## src/rtl/fht_loader_pkg.sv

```systemverilog
// Shared types and defaults for the FHT input loader (fht_loader).
package fht_loader_pkg;

  localparam int D_BIT_DEF = 17;
  localparam int A_BIT_DEF = 8;

  typedef enum logic [1:0] {
    ST_LOAD = 2'd0,
    ST_FIRE = 2'd1,
    ST_RUN  = 2'd2,
    ST_HOLD = 2'd3
  } state_t;

  // Frame length: four RAM(A) banks of 2^a_bit words each.
  function automatic int frame_len(input int a_bit);
    return 4 << a_bit;
  endfunction

endpackage

```

## src/rtl/fht_loader_bitrev.sv

```systemverilog
// fht_bitrev: purely combinational bit reversal of a W-bit index.
module fht_bitrev #(
  parameter int W = 10
) (
  input  logic [W-1:0] idx,
  output logic [W-1:0] rev
);

  for (genvar i = 0; i < W; i++) begin : g_rev
    assign rev[i] = idx[W-1-i];
  end

endmodule

```

## src/rtl/fht_loader.sv

```systemverilog
// Streams one N-point frame into the four RAM(A) banks of fht_top, then starts it.
// Define FHT_LOADER_BITREV_EN for bit-reversed write order; otherwise natural order.
module fht_loader
  import fht_loader_pkg::*;
#(
  parameter int D_BIT = D_BIT_DEF,
  parameter int A_BIT = A_BIT_DEF
) (
  input  logic               iCLK,
  input  logic               iRESET,
  // Handshake: a sample transfers on every rising iCLK where iVALID & oREADY.
  input  logic               iVALID,
  input  logic [D_BIT-2:0]   iDATA,
  output logic               oREADY,
  output logic [D_BIT-2:0]   oDATA,
  output logic [A_BIT-1:0]   oADDR_WR,
  output logic               oWE_0,
  output logic               oWE_1,
  output logic               oWE_2,
  output logic               oWE_3,
  output logic               oSTART,
  input  logic               iRDY,
  input  logic               iRELEASE,
  output logic               oBUSY,
  output logic [7:0]         oFRAME_CNT,
  output logic [1:0]         oSTATE
);

  localparam int CNT_W = A_BIT + 2;
  localparam logic [CNT_W-1:0] CNT_LAST = CNT_W'(frame_len(A_BIT) - 1);

  state_t             state, state_nxt;
  logic [CNT_W-1:0]   cnt;
  logic [CNT_W-1:0]   widx;
  logic               ready_en;
  logic               rdy_q;
  logic               hs;
  logic               start_q;
  logic [3:0]         we_q;
  logic [D_BIT-2:0]   data_q;
  logic [A_BIT-1:0]   addr_q;
  logic [7:0]         frame_cnt;

`ifdef FHT_LOADER_BITREV_EN
  fht_bitrev #(.W(CNT_W)) u_bitrev (
    .idx (cnt),
    .rev (widx)
  );
`else
  assign widx = cnt;
`endif

  // ready_en keeps oREADY low while reset is asserted and until the first edge after it.
  assign oREADY = ready_en & (state == ST_LOAD);
  assign hs     = iVALID & oREADY;

  always_comb begin
    state_nxt = state;
    case (state)
      ST_LOAD: if (hs && (cnt == CNT_LAST)) state_nxt = ST_FIRE;
      ST_FIRE: state_nxt = ST_RUN;
      // Only a fresh rising edge of iRDY marks completion; a level carried over from FIRE does not.
      ST_RUN:  if (iRDY && !rdy_q) state_nxt = ST_HOLD;
      ST_HOLD: if (iRELEASE) state_nxt = ST_LOAD;
      default: state_nxt = ST_LOAD;
    endcase
  end

  always_ff @(posedge iCLK or negedge iRESET) begin
    if (!iRESET) state <= ST_LOAD;
    else         state <= state_nxt;
  end

  always_ff @(posedge iCLK or negedge iRESET) begin
    if (!iRESET) begin
      ready_en  <= 1'b0;
      rdy_q     <= 1'b0;
      cnt       <= '0;
      start_q   <= 1'b0;
      we_q      <= '0;
      data_q    <= '0;
      addr_q    <= '0;
      frame_cnt <= '0;
    end else begin
      ready_en <= 1'b1;
      rdy_q    <= iRDY;
      start_q  <= (state == ST_FIRE);
      we_q     <= '0;
      if (state == ST_FIRE) frame_cnt <= frame_cnt + 8'd1;
      if (hs) begin
        cnt    <= cnt + CNT_W'(1);
        data_q <= iDATA;
        addr_q <= widx[A_BIT-1:0];
        we_q   <= 4'b0001 << widx[CNT_W-1:A_BIT];
      end
    end
  end

  assign oDATA      = data_q;
  assign oADDR_WR   = addr_q;
  assign oWE_0      = we_q[0];
  assign oWE_1      = we_q[1];
  assign oWE_2      = we_q[2];
  assign oWE_3      = we_q[3];
  assign oSTART     = start_q;
  assign oBUSY      = (state != ST_LOAD);
  assign oFRAME_CNT = frame_cnt;
  assign oSTATE     = state;

endmodule

```

## config.mk

```make
export PLATFORM = sky130hd
export DESIGN_NAME = fht_loader
export DESIGN_NICKNAME = d
export VERILOG_FILES = /design/src/rtl/fht_loader_pkg.sv /design/src/rtl/fht_loader_bitrev.sv /design/src/rtl/fht_loader.sv
export SDC_FILE = /design/constraint.sdc
export NUM_CORES = 1
export LEC_CHECK = 0
export CORE_MARGIN = 10
export CORE_UTILIZATION = 40
export DETAILED_ROUTE_END_ITERATION = 7
export GPL_ROUTABILITY_DRIVEN = 0
export PLACE_DENSITY = 0.7
export SLEW_MARGIN = 20
export SYNTH_ARGS = -nofsm -noshare
export SYNTH_HDL_FRONTEND = slang
export SYNTH_SLANG_ARGS = --single-unit
```

## constraint.sdc

```tcl
create_clock -name iCLK -period 2.7 [get_ports iCLK]
set_input_delay 0.27 -clock iCLK [delete_from_list [all_inputs] [get_ports iCLK]]
set_output_delay 0.27 -clock iCLK [all_outputs]
set_load 0.1 [all_outputs]
```

* After elaboration in Yosys (flattened, before gate mapping)
Cells that the tools add are included.
Word-level totals: flip-flop bits (word level) 51, output and inout bits 41, input port bits 21, logic and storage cells 32
Operators by class: reductions and logical operators 6, shift-type cells 1, eq/ne operators 7, bitwise operators 2, add/subtract/negate cells 2, mux-type cells 5
Operators by type and width (count):
- adder 10 x 1 -> 10 bit, second input constant | 1
- equality test 10 bit, second input constant | 1
- adder 8 x 1 -> 8 bit, second input constant | 1
- case mux 2 bit (4 select lines) | 1
- 2-to-1 mux 2 bit | 3
- equality test 2 bit, second input constant | 2
- 2-to-1 mux 4 bit | 1
- != test 2 bit, second input constant | 2
- left shift 1 x 2 -> 4 bit, first input constant | 1
- AND reduction 3 bit | 1
- bitwise AND 1 bit | 2
- equality test 2 x 1 -> 1 bit, second input constant | 1
- logical AND 1 bit | 2
- logical NOT 2 bit | 1
- != test 2 x 1 -> 1 bit, second input constant | 1
- nonzero test 2 bit | 1
- logical NOT 1 bit | 1

* Depth between registers and ports, before layout
depth in word-level cells 6, depth in mapped cells 7, mapped depth without buffers 6

* Least setup slack after synthesis
OpenSTA, ideal clock, no wires.
path type register -> register, from register state[0] (netlist: oSTATE[0]), to register state[1] (netlist: oSTATE[1]), setup slack 0.072 ns, clock period less this slack 2.628 ns, arrival 2.499 ns, data required time 2.572 ns, stages on the path, launching flop included 7, library setup time 0.128 ns, buffers on the path 0, path through dfrtp_1 > inv_1 > ha_1 > nand4_2 > or4_4 > a221oi_2 > mux2_1
On the way: longest elaborated chain between the ends 6, elaborated cells between the ends (all ways) 12, those cells by class eq/ne: 6; mux: 1; bitwise: 2; reduce/logical: 3
Ends and longest elaborated chain:
- from (decl) | line fht_loader.sv:32 | state_t state, state_nxt;
- from (signal assigned) | line fht_loader.sv:71 | else state <= state_nxt;
- logical NOT 2 bit | line fht_loader.sv:54, fht_loader.sv:59
- bitwise AND 1 bit | line fht_loader.sv:54 | assign oREADY = ready_en & (state == ST_LOAD);
- bitwise AND 1 bit | line fht_loader.sv:55 | assign hs = iVALID & oREADY;
- logical AND 1 bit | line fht_loader.sv:60 | ST_LOAD: if (hs && (cnt == CNT_LAST)) state_nxt = ST_FIRE;
- != test 2 x 1 -> 1 bit (no source line)
- AND reduction 3 bit (no source line)
Parallel ways exist; a longest one is shown, timed or not. A chain may end at the register's enable or synchronous reset.

* Worst setup path in the final report
Same ends and word-level chain as after synthesis.

==> flow_summary.ini <==
[outcome]
status = complete, no violations

[synthesis]
yosysTopAreaCell = dfrtp_1
syn_area_mm2 = 0.00206
ys_top_cells_by_area = dfrtp_1, nand2_1, xnor2_1, ha_1, xor2_1
synth_edf_count = 0
synth_xor_area_share_pct = 6.81
seq_area_frac_synth_pct = 62.0
avgSynthCellArea_um2 = 10.6
synth_compound_area_share_pct = 1.46
synth_simple_gate_area_share_pct = 23.0
synthFlopType = dfrtp_1
syn-num-nets = 221
synthCells = 194
ys_types = 27
yosysTopAreaCellShare_pct = 62.0
asyncSetResetFlopFracSynth_pct = 100
synth_top_family_by_area = simple AND/OR/NAND/NOR gates
synthAdderAreaFrac_pct = 3.65
synthMuxAreaShare_pct = 1.09
ys_ff_latch = 51
yosys_warnings = 0

[drt]
ant_nets = 0
vias = 1516
dr_wl_met3_um = 227
routed-wl-met2_um = 2160
highest_layer = met4
drtIter0Drc = 49
drcViolationCount = 0
first_pass_iters = 4
wl_per_cell_um = 13.5
viasPerCell = 4.59
wl_met1_um = 1990
routed_wl_um = 4460

[pwr]
p_leak_nw = 1.43
power_density_mw_per_mm2 = 776
vdd_drop_max_uv = 519

[cts]
postCtsHoldBufs = 0
clkLatencyLatePin_ns = 0.31
htree_levels = 2
cts_root_buffer = clkbuf_8
clockBufferDepth = 2
cts_setup_buffers = 0
cts_made_buffers = 5
path_clk_slew_ns = 0.09
ctsResizeCount = 0
cts_num_sinks = 51
cts_tree = built

[floorplanning]
die-area_mm2 = 0.00841
initial_core_util_pct = 40.8
die_y_um = 91.7
placementRows = 26
core-area_mm2 = 0.00504
die-width_um = 91.7
ios = 62

[critical_path]
critPathArrivalTime_ns = 2.50
critPathLaunchType = register
setup.worst_path.class = register to register
cp-end-kind = register
cp_max_fo = 6
required_ns = 2.89

[grt]
grt_max_degree = 52
grt_pass1_vias = 1590
grt_pass1_wl_um = 7680
grtUsageTotal_pct = 11.0
grt_antenna_before_repair = 0
overflow = 0

[place]
dpl.hpwl_um = 3190
io_buffers = 61

[finish]
layout.nets = 286
fillers = 471
post-route-util_pct = 54.2
final_cell_mix = nand2_1, dfrtp_1, buf_4
area.growth.synth_to_final_pct = 32.8
layout_commonest_cell = nand2_1
diodes = 0
layout-drive-gt1-share_pct = 23.1

[timing]
skew_ns = 0.0120
tightest_slew_ns = 0.632
tns_ns = 0
min_period_ns = 2.31
fin_crit_sh_pct = 85.5
fmax_mhz = 433
slew_headroom_pct = 57.9
hold_viol_final = 0
rsz0062_at_grt = false
slew_viol_final = 0
setup_viol = 0

[hold_path]
hold_class = input port to asynchronous set/reset pin

[job]
drv_cap = 0
==> area by class of cell <==
class                           instances  area [um^2]  share of cell area [%]
Timing Repair Buffer                   63          518                    18.9
Inverter                                5         18.8                   0.686
Clock inverter                          3         20.0                   0.732
Multi-Input combinational cell        133          744                    27.2
Tap cell                               70         87.6                    3.20
Clock buffer                            5         68.8                    2.52
Sequential cell                        51         1280                    46.7
==> kinds of logic after synthesis <==
group	Yosys count
AOI/OAI and AO/OA	3
xor gates and xnor gates	16
adders and majority gates	6
buffers and inverters	10
DFF	51
muxes	2
other	1
and+or+nand+nor	105
==> per-stage QoR <==
step,instance area [um^2],total power [mW],worst slack (ns),cells,hold slack (ns)
6_report,2730,2.12,0.391,330,0.0606
5_1_grt,2730,2.24,0.203,330,0.103
4_1_cts,2730,2.15,0.361,330,0.0825
3_5_place_dp,2650,1.72,0.386,322,0.426
3_3_place_gp,2650,1.71,0.453,322,0.418
2_1_floorplan,2060,1.52,0.0723,194,-0.0256
==> path summary, 6_finish.rpt <==
check	end	slack [ns]	depth (start not counted)	from
worst min-delay path	oSTART	0.06	2	iRESET
max in group asynchronous	oSTATE[0]	2.22	2	iRESET
min in group iCLK	rdy_q	0.45	1	iRDY
worst max-delay path	oSTATE[1]	0.39	6	oSTATE[0]
worst min register to register	we_q[0]	0.46	1	cnt[9]
worst max register to register	oSTATE[1]	0.39	6	oSTATE[0]
==> synthesized netlist by cell type (3+ instances only) <==
library cell	instances
nand2_1	78
dfrtp_1	51
xnor2_1	10
ha_1	6
nand4_1	6
xor2_1	6
inv_1	5
clkbuf_1	4
nor3_1	4
and3_1	3
nand3_1	3
nor2_1	3
==> layer usage <==
metal	GRT usage, %	up-vias
li1	-	748
met1	12.8	726
met2	18.4	36
met3	3.42	6
met4	4.63	0
met5	0	-
==> flip-flops by register name, summed over array words and instances, names as in the netlist <==
signal,count
ready_en,1
oSTATE,2
oFRAME_CNT,8
oADDR_WR,8
oSTART,1
cnt,10
we_q,4
oDATA,16
rdy_q,1
==> critical path, cell delays in order, from the launching register on <==
cell	delay (ns)
dfrtp_1	0.43
inv_1	0.10
ha_1	0.29
nand4_2	0.20
or4_4	0.55
a221oi_2	0.27
mux2_1	0.34
==> report_power, final <==
part / internal (mW) / switching [mW] / leakage (nW) / total (mW)
Clock: 0.181 / 0.250 / 0.0402 / 0.431
Sequential: 0.861 / 0.0844 / 0.662 / 0.946
Combinational: 0.164 / 0.581 / 0.730 / 0.745
Note: power is estimated with default switching activity, not from simulation.
